--- src/rtl/antirrebote_incremento.sv ---
// Pushbutton debouncer that emits one clock-wide incremento pulse per confirmed press.
// Optional auto-repeat while held is enabled by defining AUTOREPEAT_EN.
module antirrebote_incremento #(
  parameter int unsigned DEBOUNCE_CYCLES = 4,
  parameter int unsigned REPEAT_DELAY    = 20,
  parameter int unsigned REPEAT_PERIOD   = 8
) (
  input  logic clk,
  input  logic rst,
  input  logic boton,
  output logic incremento,
  output logic boton_limpio
);

  localparam int unsigned CW = (DEBOUNCE_CYCLES < 2) ? 1 : $clog2(DEBOUNCE_CYCLES + 1);
  localparam logic [CW-1:0] ULTIMO = CW'(DEBOUNCE_CYCLES - 1);

  typedef enum logic [1:0] {
    IDLE,
    CONFIRMA_PRESION,
    PRESIONADO,
    CONFIRMA_LIBERACION
  } estado_t;

  estado_t       estado, estado_sig;
  logic [CW-1:0] cuenta, cuenta_sig;
  logic          s1, boton_s;
  logic          pulso_sig, limpio_sig, repite;

  always_ff @(posedge clk or posedge rst) begin
    if (rst) begin
      s1      <= 1'b0;
      boton_s <= 1'b0;
    end else begin
      s1      <= boton;
      boton_s <= s1;
    end
  end

  always_ff @(posedge clk or posedge rst) begin
    if (rst) begin
      estado       <= IDLE;
      cuenta       <= '0;
      incremento   <= 1'b0;
      boton_limpio <= 1'b0;
    end else begin
      estado       <= estado_sig;
      cuenta       <= cuenta_sig;
      incremento   <= pulso_sig;
      boton_limpio <= limpio_sig;
    end
  end

  always_comb begin
    estado_sig = estado;
    cuenta_sig = cuenta;
    case (estado)
      IDLE: begin
        if (boton_s) begin
          if (DEBOUNCE_CYCLES == 1) begin
            estado_sig = PRESIONADO;
          end else begin
            estado_sig = CONFIRMA_PRESION;
            cuenta_sig = CW'(1);
          end
        end
      end
      CONFIRMA_PRESION: begin
        if (!boton_s) begin
          estado_sig = IDLE;
          cuenta_sig = '0;
        end else if (cuenta == ULTIMO) begin
          estado_sig = PRESIONADO;
          cuenta_sig = '0;
        end else begin
          cuenta_sig = cuenta + CW'(1);
        end
      end
      PRESIONADO: begin
        if (!boton_s) begin
          if (DEBOUNCE_CYCLES == 1) begin
            estado_sig = IDLE;
          end else begin
            estado_sig = CONFIRMA_LIBERACION;
            cuenta_sig = CW'(1);
          end
        end
      end
      CONFIRMA_LIBERACION: begin
        if (boton_s) begin
          estado_sig = PRESIONADO;
          cuenta_sig = '0;
        end else if (cuenta == ULTIMO) begin
          estado_sig = IDLE;
          cuenta_sig = '0;
        end else begin
          cuenta_sig = cuenta + CW'(1);
        end
      end
      default: begin
        estado_sig = IDLE;
        cuenta_sig = '0;
      end
    endcase
  end

  // A press pulse is any entry into PRESIONADO that is not a return from release bounce.
  always_comb begin
    pulso_sig  = repite;
    limpio_sig = (estado_sig == PRESIONADO) || (estado_sig == CONFIRMA_LIBERACION);
    if ((estado == IDLE || estado == CONFIRMA_PRESION) && estado_sig == PRESIONADO)
      pulso_sig = 1'b1;
  end

`ifdef AUTOREPEAT_EN
  localparam int unsigned RMAX = (REPEAT_DELAY > REPEAT_PERIOD) ? REPEAT_DELAY : REPEAT_PERIOD;
  localparam int unsigned RW   = (RMAX < 2) ? 1 : $clog2(RMAX + 1);

  logic [RW-1:0] rep;
  logic [RW-1:0] objetivo;
  logic          primera;

  // rep counts cycles spent continuously in PRESIONADO since the last pulse.
  assign objetivo = primera ? RW'(REPEAT_DELAY) : RW'(REPEAT_PERIOD);
  assign repite   = (estado == PRESIONADO) && (estado_sig == PRESIONADO) &&
                    (rep + RW'(1) == objetivo);

  always_ff @(posedge clk or posedge rst) begin
    if (rst) begin
      rep     <= '0;
      primera <= 1'b1;
    end else if (estado != PRESIONADO || estado_sig != PRESIONADO) begin
      rep     <= '0;
      primera <= 1'b1;
    end else if (repite) begin
      rep     <= '0;
      primera <= 1'b0;
    end else begin
      rep     <= rep + RW'(1);
    end
  end
`else
  assign repite = 1'b0;
`endif

endmodule
--- config.mk ---
export PLATFORM = sky130hd
export DESIGN_NAME = antirrebote_incremento
export DESIGN_NICKNAME = d
export VERILOG_FILES = /design/src/rtl/antirrebote_incremento.sv
export SDC_FILE = /design/constraint.sdc
export NUM_CORES = 1
export LEC_CHECK = 0
export ABC_AREA = 1
export CAP_MARGIN = 20
export CELL_PAD_IN_SITES_DETAIL_PLACEMENT = 0
export CELL_PAD_IN_SITES_GLOBAL_PLACEMENT = 1
export CORE_MARGIN = 2
export CORE_UTILIZATION = 25
export CTS_CLUSTER_SIZE = 20
export DETAILED_ROUTE_END_ITERATION = 6
export PLACE_DENSITY_LB_ADDON = 0.1
export SLEW_MARGIN = 30
export SYNTH_ARGS = -nofsm -noshare
export SYNTH_HDL_FRONTEND = slang
export SYNTH_SLANG_ARGS = --single-unit
--- constraint.sdc ---
create_clock -name clk -period 1.2 [get_ports clk]
set_input_delay 0.24 -clock clk [delete_from_list [all_inputs] [get_ports clk]]
set_output_delay 0.24 -clock clk [all_outputs]
set_load 0.005 [all_outputs]
==> flow_summary_export.csv, run 1 <==
group,metric,value,unit
power_and_ir_drop,p_per_area,1990,mW/mm^2
yosys,syn_inst,39,
routing,drtIter0Drc,2,
worst_setup_path,path_max_fanout,2,
routing,vias,264,
floorplanning,start_util,26.6,%
worst_setup_path,critical_path_class,"reg -> out",
floorplanning,design.portCount,5,
floorplanning,die_area,0.00168,mm^2
cts,ctsHoldBuffers,0,
floorplanning,die_h,41.0,um
worst_setup_path,path_cells,"dlygate4sd2_1",
sta,slew_headroom,80.0,%
worst_setup_path,slowest_stage,"dfrtp_1",
place,portBuffers,4,
finish,area_growth,25.3,%
routing,drc_errors,0,
routing,ant_nets,0,
routing,post_drt_wl_per_cell,9.63,um
sta,fin_worst_skew,0.00133,ns
global_routing,grt_pass1_vias,281,
worst_setup_path,cp.arrival,0.88,ns
finish,fin_cells,62,
place,gp_congestion,0.720,
place,placed_cells,59,
sta,period_share,93.0,%
cts,clk_latency,0.25,ns
yosys,yosys_warnings,0,
sta,setup_viol,0,
routing,drt-pass1-iter-count,2,
yosys,ys_ff_latch,8,
place,post-place-ws,0.137,ns
yosys,syn_area_per_cell,8.76,um^2
worst_hold_path,hold_class,"in -> async",
cts,cts_max_path_buffers,2,
sta,fin_tns_setup,0,ns
sta,tightest_slew,0.299,ns
worst_setup_path,critPathLaunchType,"register",
global_routing,grt_start_max_net_pins,9,
worst_setup_path,critPathBufInv,1,
place,dp_hpwl,485,um
floorplanning,dieWidth,41.0,um
global_routing,grt_use_total,10.9,%
cts,numClockSinks,8,
routing,vias_per_cell,4.26,
sta,layout_setup_ws,0.0841,ns
yosys,seq_area_frac_synth,58.6,%
cts,cts_htree_levels,1,
yosys,syn-num-nets,43,
place,placed_area,408,um^2
yosys,synthTopCellsByArea,"dfrtp_1 59%, nand2_1 11%, inv_1 6.6%, nand3_1 5.9%, nor2_1 4.4%",
yosys,syn-cell-area,342,um^2
status,outcome,"finished clean",
cts,tritoncts,"yes",
yosys,ys_types,12,
yosys,synth_top_area_share,58.6,%
power_and_ir_drop,p_leak,0.230,nW
global_routing,antenna_found_initial,0,
routing,wl,597,um
worst_setup_path,crit_family,"flip-flops",
finish,fin_util,33.3,%
finish,n_antenna_cell,0,
worst_setup_path,end_kind,"output pin",
sta,period_needed,1.12,ns
cts,cts_made_buffers,3,
power_and_ir_drop,ir_worst_vdd,0.777,mV
floorplanning,core_area,0.00128,mm^2
sta,rsz0062_at_grt,"false",
cts,cts_root_buf,"clkbuf_4",
finish,fin_area,428,um^2
sta,timing.fmax,0.896,GHz
finish,drive_above_1_share,14.9,%
sta,slew_viol_final,0,
yosys,synth_area_leader_cell,"dfrtp_1",
worst_setup_path,required,0.96,ns
global_routing,gr-total-overflow,0,
floorplanning,rows,13,
global_routing,grt_first_pass_wirelength,1080,um
sta,hold_viol_final,0,
cts,clkTransAtPathRegs,0.05,ns
finish,nNetsFinal,53,
finish,fill_cells,141,
worst_setup_path,slowest_delay,0.37,ns
job,max_cap_violations,0,
[cells in the final DEF, fill, tap and decap left out, types with 2 or more instances in the layout]
cell and n:
clkbuf_4 3, clkdlybuf4s50_1 2, dfrtp_1 8, dlygate4sd2_1 2
inv_1 6, nand2_1 10, nand3_1 4, nor2_1 4
[state kept, by name (all words and copies together) (netlist names)]
name and flops:
cuenta 3, estado 1, boton_s 1, boton_limpio 1, incremento 1, s1 1
[path summary, 6_finish.rpt]
path	depth (start not counted)	to	from	slack (ns)
setup / recovery	1	boton_limpio	boton_limpio	0.08
hold / removal	2	boton_s	rst	0.24
setup reg to reg	5	boton_limpio	cuenta[0]	0.16
hold reg to reg	0	boton_s	s1	0.34
max in group asynchronous	2	s1	rst	0.73
min in group clk	0	boton_s	s1	0.34
[synthesized netlist by cell type]
cell,number
nand3_1,4
nor2_1,4
o21ai_0,1
nor2_2,1
nand3b_1,1
o21ai_1,1
inv_1,6
nand2_1,10
inv_2,1
dfrtp_1,8
ha_1,1
nand2_2,1
[layout make-up]
cell class | count | area, um^2 | share of cell area [%]
clock buffers | 3 | 22.5 | 5.26
inverters | 7 | 26.3 | 6.14
multi-input cells | 24 | 115 | 26.9
flip-flops and latches | 8 | 200 | 46.8
well taps | 15 | 18.8 | 4.39
repair buffers | 5 | 45.0 | 10.5
[metrics by stage]
| stage | hold WS, ns | power [mW] |
|---|---|---|
| global placement | 0.333 | 0.670 |
| global route | 0.276 | 0.941 |
| detailed placement | 0.336 | 0.675 |
| CTS | 0.246 | 0.872 |
| finish | 0.240 | 0.852 |
| floorplan | 0.0557 | 0.563 |
[timing repair]
action,in CTS,in global routing
gates resized for setup,2,0
hold endpoints to repair,0,0
endpoints found under the setup margin,2,0
setup buffers,0,0
[report_power, final]
part	total [mW]	switching [mW]	internal, mW
logic	0.278	0.162	0.116
clock network	0.196	0.0826	0.114
registers	0.378	0.0426	0.335
total	0.852	0.287	0.565
[logic make-up (layout without fill, tap and decap cells)]
family / count (synthesis) / count (layout) / share of synthesized area (%)
buffers and inverters: 7 / 15 / 7.69
adders and majority gates: 1 / 1 / 3.66
AOI/OAI and AO/OA: 2 / 2 / 2.93
DFF: 8 / 8 / 58.6
and+or+nand+nor: 21 / 21 / 27.1
[metal layers]
metal	vias up	part of all wire (%)	global-route usage (%)
met2	3	48	16.0
li1	137	-	-
met5	-	0	0
met3	2	3.0	4.89
met1	122	47	11.5
met4	0	1.2	10.0
Power figures use the tool's default switching activity.
==> inputs of run 2 (changes only) <==
CTS_BUF_LIST = sky130_fd_sc_hd__clkbuf_16   (was not set)
SLEW_MARGIN = not set   (was 30)
==> run 2 against run 1 <==
Design area grew 12%. Power grew 41%. Clock power grew to 2.8 times the previous value. Global-route usage shrank 0.23 points. Clock skew shrank 0.00059 ns. Utilization grew 4.1 points. Register-to-register slack is essentially flat. Non-clock buffer count is the same. Combinational power is essentially flat. Highest routed layer is now met3. Count of clock-buffer cells in the layout is the same. Largest power group is now clock. Cell count is the same. Largest cell class unchanged. Sequential cell count is the same.
==> flow_summary_export.csv, run 2 (synthesis results as in run 1) <==
group,metric,value,unit
status,outcome,"finished clean",
power_and_ir_drop,p_per_area,2510,mW/mm^2
floorplanning,rows,13,
sta,tightest_slew,0.296,ns
worst_setup_path,critPathBufInv,1,
cts,post-cts-setup-buffer-count,0,
sta,rsz0062_at_grt,"false",
worst_setup_path,reg2reg_slack,0.16,ns
worst_setup_path,regToRegStartpoint,"cuenta[0]",
sta,slew_headroom,80.2,%
routing,drtIter0Drc,2,
power_and_ir_drop,ir_worst_vdd,0.992,mV
routing,vias,259,
worst_setup_path,end_kind,"output pin",
cts,clk_latency,0.23,ns
worst_setup_path,slowest_stage,"dfrtp_1",
worst_setup_path,reg2regPathDepth,5,
finish,nNetsFinal,53,
cts,cts_htree_levels,1,
cts,cts_max_path_buffers,2,
global_routing,grt_start_max_net_pins,9,
routing,drc_errors,0,
global_routing,grt_use_total,10.7,%
cts,tritoncts,"yes",
routing,wl,607,um
worst_setup_path,r2r-end,"boton_limpio",
worst_setup_path,path_max_fanout,2,
finish,mostFrequentLayoutCells,"10 x nand2_1, 8 x dfrtp_1, 6 x inv_1",
floorplanning,die_area,0.00168,mm^2
floorplanning,design.portCount,5,
sta,slew_viol_final,0,
power_and_ir_drop,design_power_total,1.20,mW
routing,vias_per_cell,4.18,
worst_setup_path,crit_family,"flip-flops",
finish,top_register,"cuenta",
worst_setup_path,path_cells,"dlygate4sd2_1",
floorplanning,die_h,41.0,um
finish,drive_above_1_share,14.9,%
sta,fin_worst_skew,0.000737,ns
cts,cts_made_buffers,3,
floorplanning,start_util,26.6,%
cts,numClockSinks,8,
place,gp_congestion,0.720,
place,portBuffers,4,
routing,ant_nets,0,
sta,fin_tns_setup,0,ns
finish,n_antenna_cell,0,
global_routing,grt_first_pass_wirelength,1080,um
worst_setup_path,critical_path_class,"reg -> out",
finish,largest_reg_flops,3,
global_routing,antenna_found_initial,0,
sta,timing.fmax,0.915,GHz
sta,period_share,91.0,%
job,max_cap_violations,0,
cts,clkTransAtPathRegs,0.04,ns
worst_setup_path,critPathLaunchType,"register",
power_and_ir_drop,p_leak,0.253,nW
sta,setup_viol,0,
floorplanning,dieWidth,41.0,um
worst_hold_path,hold_class,"in -> async",
place,dp_hpwl,485,um
global_routing,grt_pass1_vias,279,
routing,drt-pass1-iter-count,2,
worst_setup_path,cp.arrival,0.85,ns
routing,post_drt_wl_per_cell,9.79,um
floorplanning,core_area,0.00128,mm^2
sta,hold_viol_final,0,
global_routing,gr-total-overflow,0,
worst_setup_path,required,0.96,ns
finish,final_common_cell,"nand2_1",
cts,cts_root_buf,"clkbuf_16",
sta,period_needed,1.09,ns
finish,area_growth,40.7,%
worst_setup_path,slowest_delay,0.37,ns
## run 2: layout make-up
type / count / area [um^2]
clock buffers: 3 / 75.1
well taps: 15 / 18.8
repair buffers: 5 / 45.0
fillers: 138 / 805
inverters: 7 / 26.3
flip-flops and latches: 8 / 200
multi-input cells: 24 / 115
## run 2: layer usage
metal	global-route usage [%]	share of wire, %	up-vias
li1	-	-	136
met1	11.5	48	120
met2	16.4	50	3
met3	3.26	2.3	0
met4	10.0	0	0
met5	0	0	-
## run 2: repair_timing
action,in CTS,in global routing
setup endpoints to repair,2,0
hold buffers,0,0
gates resized for setup,2,0
## run 2: worst max path at each step
stage                 startpoint           end  cells past startpoint
finish              boton_limpio  boton_limpio                      1
global route           cuenta[0]  boton_limpio                      5
CTS                 boton_limpio  boton_limpio                      1
detailed placement  boton_limpio  boton_limpio                      1
global placement    boton_limpio  boton_limpio                      1
floorplan              cuenta[0]  boton_limpio                      5
## run 2: metrics by stage
| step | hold WS, ns | cells | utilization [%] | instance area (um^2) | setup slack (ns) |
|---|---|---|---|---|---|
| 2_1_floorplan | 0.0557 | 39 | - | 342 | 0.264 |
| 3_3_place_gp | 0.333 | 59 | 31.7 | 408 | 0.141 |
| 3_5_place_dp | 0.336 | 59 | 31.7 | 408 | 0.137 |
| 4_1_cts | 0.262 | 62 | 37.4 | 480 | 0.0968 |
| 5_1_grt | 0.311 | 62 | 37.4 | 480 | 0.0788 |
| 6_report | 0.254 | 62 | 37.4 | 480 | 0.108 |
## run 2: power breakdown
part	internal, mW	switching [mW]	total, mW
combinational	0.116	0.162	0.277
clock	0.428	0.119	0.547
sequential	0.336	0.0426	0.379
